--- src/rtl/sobel_frame_packer.sv ---
// Sobel frame packer: buffers one camera frame of Sobel pixels in a FIFO
// and streams header, pixels and a 16-bit pixel-count trailer to a UART.
module sobel_frame_packer #(
   parameter int            DW      = 8,
   parameter int            FIFO_AW = 9,
   parameter logic [DW-1:0] HDR0    = 8'hAA,
   parameter logic [DW-1:0] HDR1    = 8'h55
) (
   input  logic          clk,
   input  logic          rst,
   input  logic          VSYNC,
   input  logic          pix_valid,
   input  logic [DW-1:0] pix_data,
   input  logic          tx_busy,
   output logic          tx_start,
   output logic [DW-1:0] tx_data,
   output logic          frame_active,
   output logic          overflow,
   output logic [7:0]    skip_cnt
);

   localparam int DEPTH = 1 << FIFO_AW;

   typedef enum logic [2:0] {
      IDLE, SEND_H0, SEND_H1, STREAM, READ, TRL_LO, TRL_HI, WAIT_TX
   } state_t;

   state_t state, state_d;
   state_t ret, ret_d;

   logic               vsync_q;
   logic               frame_start, frame_end, accept;
   logic               push, pop, full, empty;
   logic               issue;
   logic [DW-1:0]      byte_d;
   logic [15:0]        pix_cnt;
   logic [FIFO_AW-1:0] wr_ptr, rd_ptr;
   logic [FIFO_AW:0]   count;
   logic [DW-1:0]      rd_data;
   logic [DW-1:0]      mem [DEPTH];

   assign frame_start = vsync_q & ~VSYNC;
   assign frame_end   = ~vsync_q & VSYNC;
   assign accept      = frame_start & (state == IDLE);
   assign full        = (count == (FIFO_AW+1)'(DEPTH));
   assign empty       = (count == '0);
   assign push        = pix_valid & frame_active & ~full;

   // vsync_q resets low so a frame already in progress is never adopted
   always_ff @(posedge clk or negedge rst) begin
      if (!rst) begin
         vsync_q      <= 1'b0;
         frame_active <= 1'b0;
         overflow     <= 1'b0;
         skip_cnt     <= 8'd0;
         pix_cnt      <= 16'd0;
      end else begin
         vsync_q <= VSYNC;
         if (accept) begin
            frame_active <= 1'b1;
            overflow     <= 1'b0;
         end else if (frame_end) begin
            frame_active <= 1'b0;
         end
         if (frame_start && state != IDLE)
            skip_cnt <= skip_cnt + 8'd1;
         if (pix_valid && frame_active && full)
            overflow <= 1'b1;
         if (accept)
            pix_cnt <= 16'd0;
         else if (push && pix_cnt != 16'hFFFF)
            pix_cnt <= pix_cnt + 16'd1;
      end
   end

   always_ff @(posedge clk or negedge rst) begin
      if (!rst) begin
         wr_ptr <= '0;
         rd_ptr <= '0;
         count  <= '0;
      end else begin
         if (push)
            wr_ptr <= wr_ptr + FIFO_AW'(1);
         if (pop)
            rd_ptr <= rd_ptr + FIFO_AW'(1);
         if (push && !pop)
            count <= count + (FIFO_AW+1)'(1);
         else if (pop && !push)
            count <= count - (FIFO_AW+1)'(1);
      end
   end

   always_ff @(posedge clk) begin
      if (push)
         mem[wr_ptr] <= pix_data;
      if (pop)
         rd_data <= mem[rd_ptr];
   end

   always_comb begin
      state_d = state;
      ret_d   = ret;
      issue   = 1'b0;
      byte_d  = '0;
      pop     = 1'b0;
      unique case (state)
         IDLE:
            if (accept)
               state_d = SEND_H0;
         SEND_H0:
            if (!tx_busy) begin
               issue  = 1'b1;
               byte_d = HDR0;
               ret_d  = SEND_H1;
            end
         SEND_H1:
            if (!tx_busy) begin
               issue  = 1'b1;
               byte_d = HDR1;
               ret_d  = STREAM;
            end
         STREAM:
            if (!empty) begin
               pop     = 1'b1;
               state_d = READ;
            end else if (!frame_active) begin
               state_d = TRL_LO;
            end
         READ:
            if (!tx_busy) begin
               issue  = 1'b1;
               byte_d = rd_data;
               ret_d  = STREAM;
            end
         TRL_LO:
            if (!tx_busy) begin
               issue  = 1'b1;
               byte_d = DW'(pix_cnt[7:0]);
               ret_d  = TRL_HI;
            end
         TRL_HI:
            if (!tx_busy) begin
               issue  = 1'b1;
               byte_d = DW'(pix_cnt[15:8]);
               ret_d  = IDLE;
            end
         // tx_start is high only in the first WAIT_TX cycle
         WAIT_TX:
            if (!tx_start && !tx_busy)
               state_d = ret;
         default:
            state_d = IDLE;
      endcase
      if (issue)
         state_d = WAIT_TX;
   end

   always_ff @(posedge clk or negedge rst) begin
      if (!rst) begin
         state    <= IDLE;
         ret      <= IDLE;
         tx_start <= 1'b0;
         tx_data  <= '0;
      end else begin
         state    <= state_d;
         ret      <= ret_d;
         tx_start <= issue;
         if (issue)
            tx_data <= byte_d;
      end
   end

endmodule

--- config.mk ---
export PLATFORM = sky130hd
export DESIGN_NAME = sobel_frame_packer
export DESIGN_NICKNAME = d
export VERILOG_FILES = /design/src/rtl/sobel_frame_packer.sv
export SDC_FILE = /design/constraint.sdc
export NUM_CORES = 2
export LEC_CHECK = 0
export CAP_MARGIN = 20
export CORE_MARGIN = 2
export CORE_UTILIZATION = 44
export CTS_BUF_LIST = sky130_fd_sc_hd__clkbuf_2
export CTS_CLUSTER_DIAMETER = 30
export DETAILED_ROUTE_END_ITERATION = 10
export GPL_ROUTABILITY_DRIVEN = 0
export PLACE_DENSITY = 0.65
export SLEW_MARGIN = 20
export SYNTH_ARGS = -nofsm -noshare
export SYNTH_HDL_FRONTEND = slang
export SYNTH_SLANG_ARGS = --single-unit
--- constraint.sdc ---
create_clock -name clk -period 4.5 [get_ports clk]
set_input_delay 1.35 -clock clk [delete_from_list [all_inputs] [get_ports clk]]
set_output_delay 1.35 -clock clk [all_outputs]
set_load 0.01 [all_outputs]
[Yosys cells after proc, flatten, opt, wreduce, memory -nomap -nowiden]
Memories as Yosys holds them, arrays and structs flattened. A register that Yosys moved wholly into a read port is not among the register bits.
Cells that the tools add are included.
Operators by class
  add/subtract/negate cells: 6
  multiply operators: 0
  divide/modulo/power cells: 0
  $lt $le $gt $ge: 0
  equal/unequal tests: 16
  shift operators: 0
  mux-type cells: 31
  bitwise operators: 8
  reductions and logical operators: 24
Operators with widths (number)
  $pmux 8 s5: 1
  $mux 16: 2
  $mux 8: 4
  $mux 3: 9
  $mux 10: 2
  $add 9x1->9 const B: 2
  $add 16x1->16 const B: 1
  $ne 16x16->1 const B: 1
  $eq 3x3->1 const B: 4
  $pmux 3 s4: 1
  $add 10x1->10 const B: 1
  $eq 10x10->1 const B: 1
  $logic_not 10->1: 1
  $mux 1: 10
  $sub 10x1->10 const B: 1
  $pmux 3 s3: 1
  $add 8x1->8 const B: 1
  $ne 2x2->1 const B: 4
  $reduce_bool 2->1: 4
  $reduce_bool 4->1: 2
  $logic_and 1x1->1: 7
  $mux 7: 1
  $eq 3x2->1 const B: 2
  $ne 3x3->1 const B: 2
  11 further kinds: 20
Storage, ports and cells
  bits in registers: 70
  bits in latches: 0
  bits in writable memories: 4096
  bits in read-only memories: 0
  word-level logic and storage cells: 98
  memories: 1
Memory list
  mem: words 512, width 8, rd ports 1, clocked after Yosys merged registers in 1, write ports 1, line 40  | logic [DW-1:0] mem [DEPTH];

[Depth between registers and ports, before layout]
  word-level depth: 7
  depth in mapped cells: 14
  mapped depth without buffers: 14

[Worst setup path before layout]
Ideal clock, no wire load.
  path kind: input -> register
  start point: input port pix_valid
  end point: register count[9]
  setup time: 0.134 ns
  data arrival time: 3.814 ns
  required time: 4.366 ns
  path slack: 0.553 ns
  stages on the path: 13
  path through: nand2_1 a41oi_1 clkbuf_1 ha_1 inv_1 ha_1 a21o_1 a21oi_1 o21a_1 o21ai_0 a2111o_1 nand4_1 o31ai_1
Between the ends
  longest elaborated chain between the ends: 5
  elaborated cells between the ends (all ways): 7
  those cells by class: mux: 1; bitwise: 2; reduce/logical: 4
Ends and longest elaborated chain
  start: declaration: line 12  | input logic pix_valid,
  $and 1x1->1 * (2 in series): line 47  | assign push = pix_valid & frame_active & ~full;
  via push: line 33  | logic push, pop, full, empty;
  $logic_not 1->1: line 88  | else if (pop && !push)
  $logic_and 1x1->1: line 88
  $reduce_bool 2->1 (no line)
  end signal: assignment: line 87  | count <= count + (FIFO_AW+1)'(1);
  end signal: assignment: line 89  | count <= count - (FIFO_AW+1)'(1);
  end: declaration: line 38  | logic [FIFO_AW:0] count;
The timed path passes the listed nets; every way through them passes the cells marked *.
A chain may end at the register's enable or synchronous reset.

==> reports/metrics.csv <==
metric;value;unit
Tcrit/Tclk final;97.61;%
max cap viols;0;
number of enable flip-flop cells after synthesis;4104;
filler instances;29610;
commonest non-fill, non-tap cell in the layout;edfxtp_1;
DR DRC count;0;
vias;89630;
DP Area;0.1767;mm^2
Net Count, Synth;7899;
status;finished clean;
remaining global-route overflow;0;
fraction of registers with async set/reset;1.677;%
Mapped Cells;7869;
die width;612.3;um
hold path start;pix_data[0];
area of the core;0.3686;mm^2
vias in the first global route;90150;
Peak VDD IR;0.3690;mV
GRT Overall Usage;24.64;%
HP Class;in2reg;
Initial Utilization;44.18;%
first-pass GRT wire length;659500;um
Clk Latency, worst-skew pair;2.38;ns
max-slew violations;0;
Cell Rows;223;
drt first pass iters;8;
Final Cell Area;0.1862;mm^2
Max Clk Rate;227.7;MHz
ratio of cells with drive above 1 in the final layout;35.40;%
post-DR vias/cell;5.895;
sequential area share after synthesis;76.76;%
Synth Area per Inst;20.69;um^2
crit path kind;reg2reg;
Multi-input gate area;0.03529;mm^2
total CTS buffers;947;
CP Capture Type;flip-flop;
Slew @ Worst Pin;1.176;ns
Tmin final;4.392;ns
highest-count cells in the layout ignoring fill and taps;edfxtp_1 (4104), clkbuf_2 (1364), buf_4 (972);
Post-Layout Cell Count;15200;
worst path required time;6.51;ns
clock skew;0.2403;ns
# port buffers;31;
maximum fanout along the worst path;30;
Root Buffer;clkbuf_2;
crit path launch type;flip-flop;
slew margin rel.;21.08;%
reg2reg path depth;9;
Max clock buf depth;4;
Pwr per Cell Area;541.3;mW/mm^2
Ports;32;
WP data arrival;6.40;ns
drt wl/cell;30.62;um
area grow syn2layout;14.38;%
RR Endpoint;rd_data[6]$_DFFE_PP_;
YS warnings;0;
Setup Viol. Count Final;0;
Unique masters post-synth;83;
Final TNS setup;0;ns
CTS tree;built;
Hold Vio Cnt, Final;0;
Layout Utilization;50.53;%
hold slack;0.2602;ns
clock slew at reported path FFs;0.11;ns
H-tree depth;6;
FF+latch count, synth;4174;
Cell Area, Synth;0.1628;mm^2
Die Y;612.3;um
largest net degree at the start of global routing;101;
Iteration-0 DRC Markers;12170;
hold endpoint;mem[397][0]$_DFFE_PP_;
Clock Sinks;4174;
LEAKAGE;62.04;nW
FF+latch area;0.1250;mm^2
number of nets still failing antenna checks after routing;0;
reg2reg setup slack;0.11;ns
top_reg_cell synth;edfxtp_1;
initial antenna violation count;24;
DP HPWL;295600;um
setup repair after global routing missed its margin;false;
worst flop-to-flop path startpoint;rd_ptr[0]$_DFFE_PN0P_;
die area;0.3749;mm^2
hold path cells;2;
nets;9506;
Placed Cells;13440;
Routed WL;465500;um
Critical path origin;rd_ptr[0]$_DFFE_PN0P_;
[final cells by class]
type                       instances  share of cell area [%]
timing repair buffer            1149                   5.551
inverter                          23                 0.04904
antenna                           18                 0.02419
sequential                      4174                   67.13
clock inverter                   345                   1.313
tap                             4950                   3.326
clock buffer                    1364                   3.665
multi-input combinational       3181                   18.95
[where the power goes]
| group | switching (W) | internal [W] |
|---|---|---|
| combinational | 0.0189 | 0.0132 |
| clock | 0.0148 | 0.0103 |
| sequential | 0.000619 | 0.0429 |
| total | 0.0344 | 0.0665 |
[worst max-delay path, stage by stage, from the launching register on]
cell       delay [ns]
dfrtp_4          0.91
buf_12           0.34
buf_4            0.31
mux4_2           0.59
and3_1           0.20
a2111oi_0        0.82
a2bb2oi_1        0.35
o21ai_0          0.22
buf_4            0.20
a32oi_1          0.11
[sequential cells by signal, summed over array words and instances, names as in the netlist]
name,count
pix_cnt,16
tx_start,1
rd_data,8
overflow,1
wr_ptr,9
tx_data,8
count,10
frame_active,1
mem,4096
ret,3
vsync_q,1
skip_cnt,8
rd_ptr,9
state,3
[cells in the mapped netlist, drive strengths merged, types with 22 or more instances]
cell type	instances	area (um^2)
clkbuf	217	814.5
a22oi	113	848.3
nor2b	33	206.5
nor2	620	2327
a21oi	155	775.7
mux2i	339	3393
mux2	23	259.0
buf	274	1888
dfrtp	70	1752
a22o	35	306.5
nand2	199	747.0
a31oi	23	143.9
nand3	43	215.2
edfxtp	4104	123200
o21ai	93	465.5
o22ai	66	412.9
inv	22	82.58
o221ai	51	446.7
xnor2	25	219.0
nor3	38	190.2
a211oi	63	478.0
mux4	922	20760
a221oi	58	520.5
[worst max path at each step]
stage / endpoint / slack, ns
after floorplan: count[9]$_DFFE_PN0P_ / 0.55
after global placement: rd_data[5]$_DFFE_PP_ / -0.19
after detailed placement: rd_data[5]$_DFFE_PP_ / 0.06
after CTS: overflow / 0.004
after global routing: skip_cnt[1] / 0.04
final: rd_data[6]$_DFFE_PP_ / 0.11
[cell families after synthesis]
logic type / share of synthesized area, %
AOI/OAI and AO/OA: 3.424
adders and majority gates: 0.1352
xor gates and xnor gates: 0.2152
buffers and inverters: 1.713
muxes: 15.00
DFF: 76.76
and+or+nand+nor: 2.755
[stage by stage]
step,power [W],setup slack (ns)
floorplan,0.06297,0.5525
global route,0.1042,0.03595
CTS,0.1011,0.004027
detailed placement,0.07619,0.06438
finish,0.1008,0.1076
global placement,0.07599,-0.1946
[layer usage]
metal | global-route usage, % | part of all wire [%] | up-vias
met5 | 0 | 0.025 | -
met4 | 9.385 | 3.9 | 12
met3 | 6.418 | 11 | 839
met2 | 38.79 | 47 | 5639
met1 | 33.04 | 37 | 46480
li1 | - | - | 36660
[timing repair]
action / in CTS / in global routing
hold buffers: 17 / 0
endpoints found under the hold margin: 4190 / 0
resized for setup: 75 / 1
endpoints found under the setup margin: 19 / 1
setup buffers: 17 / 0
Note: power is estimated with default switching activity, not from simulation.
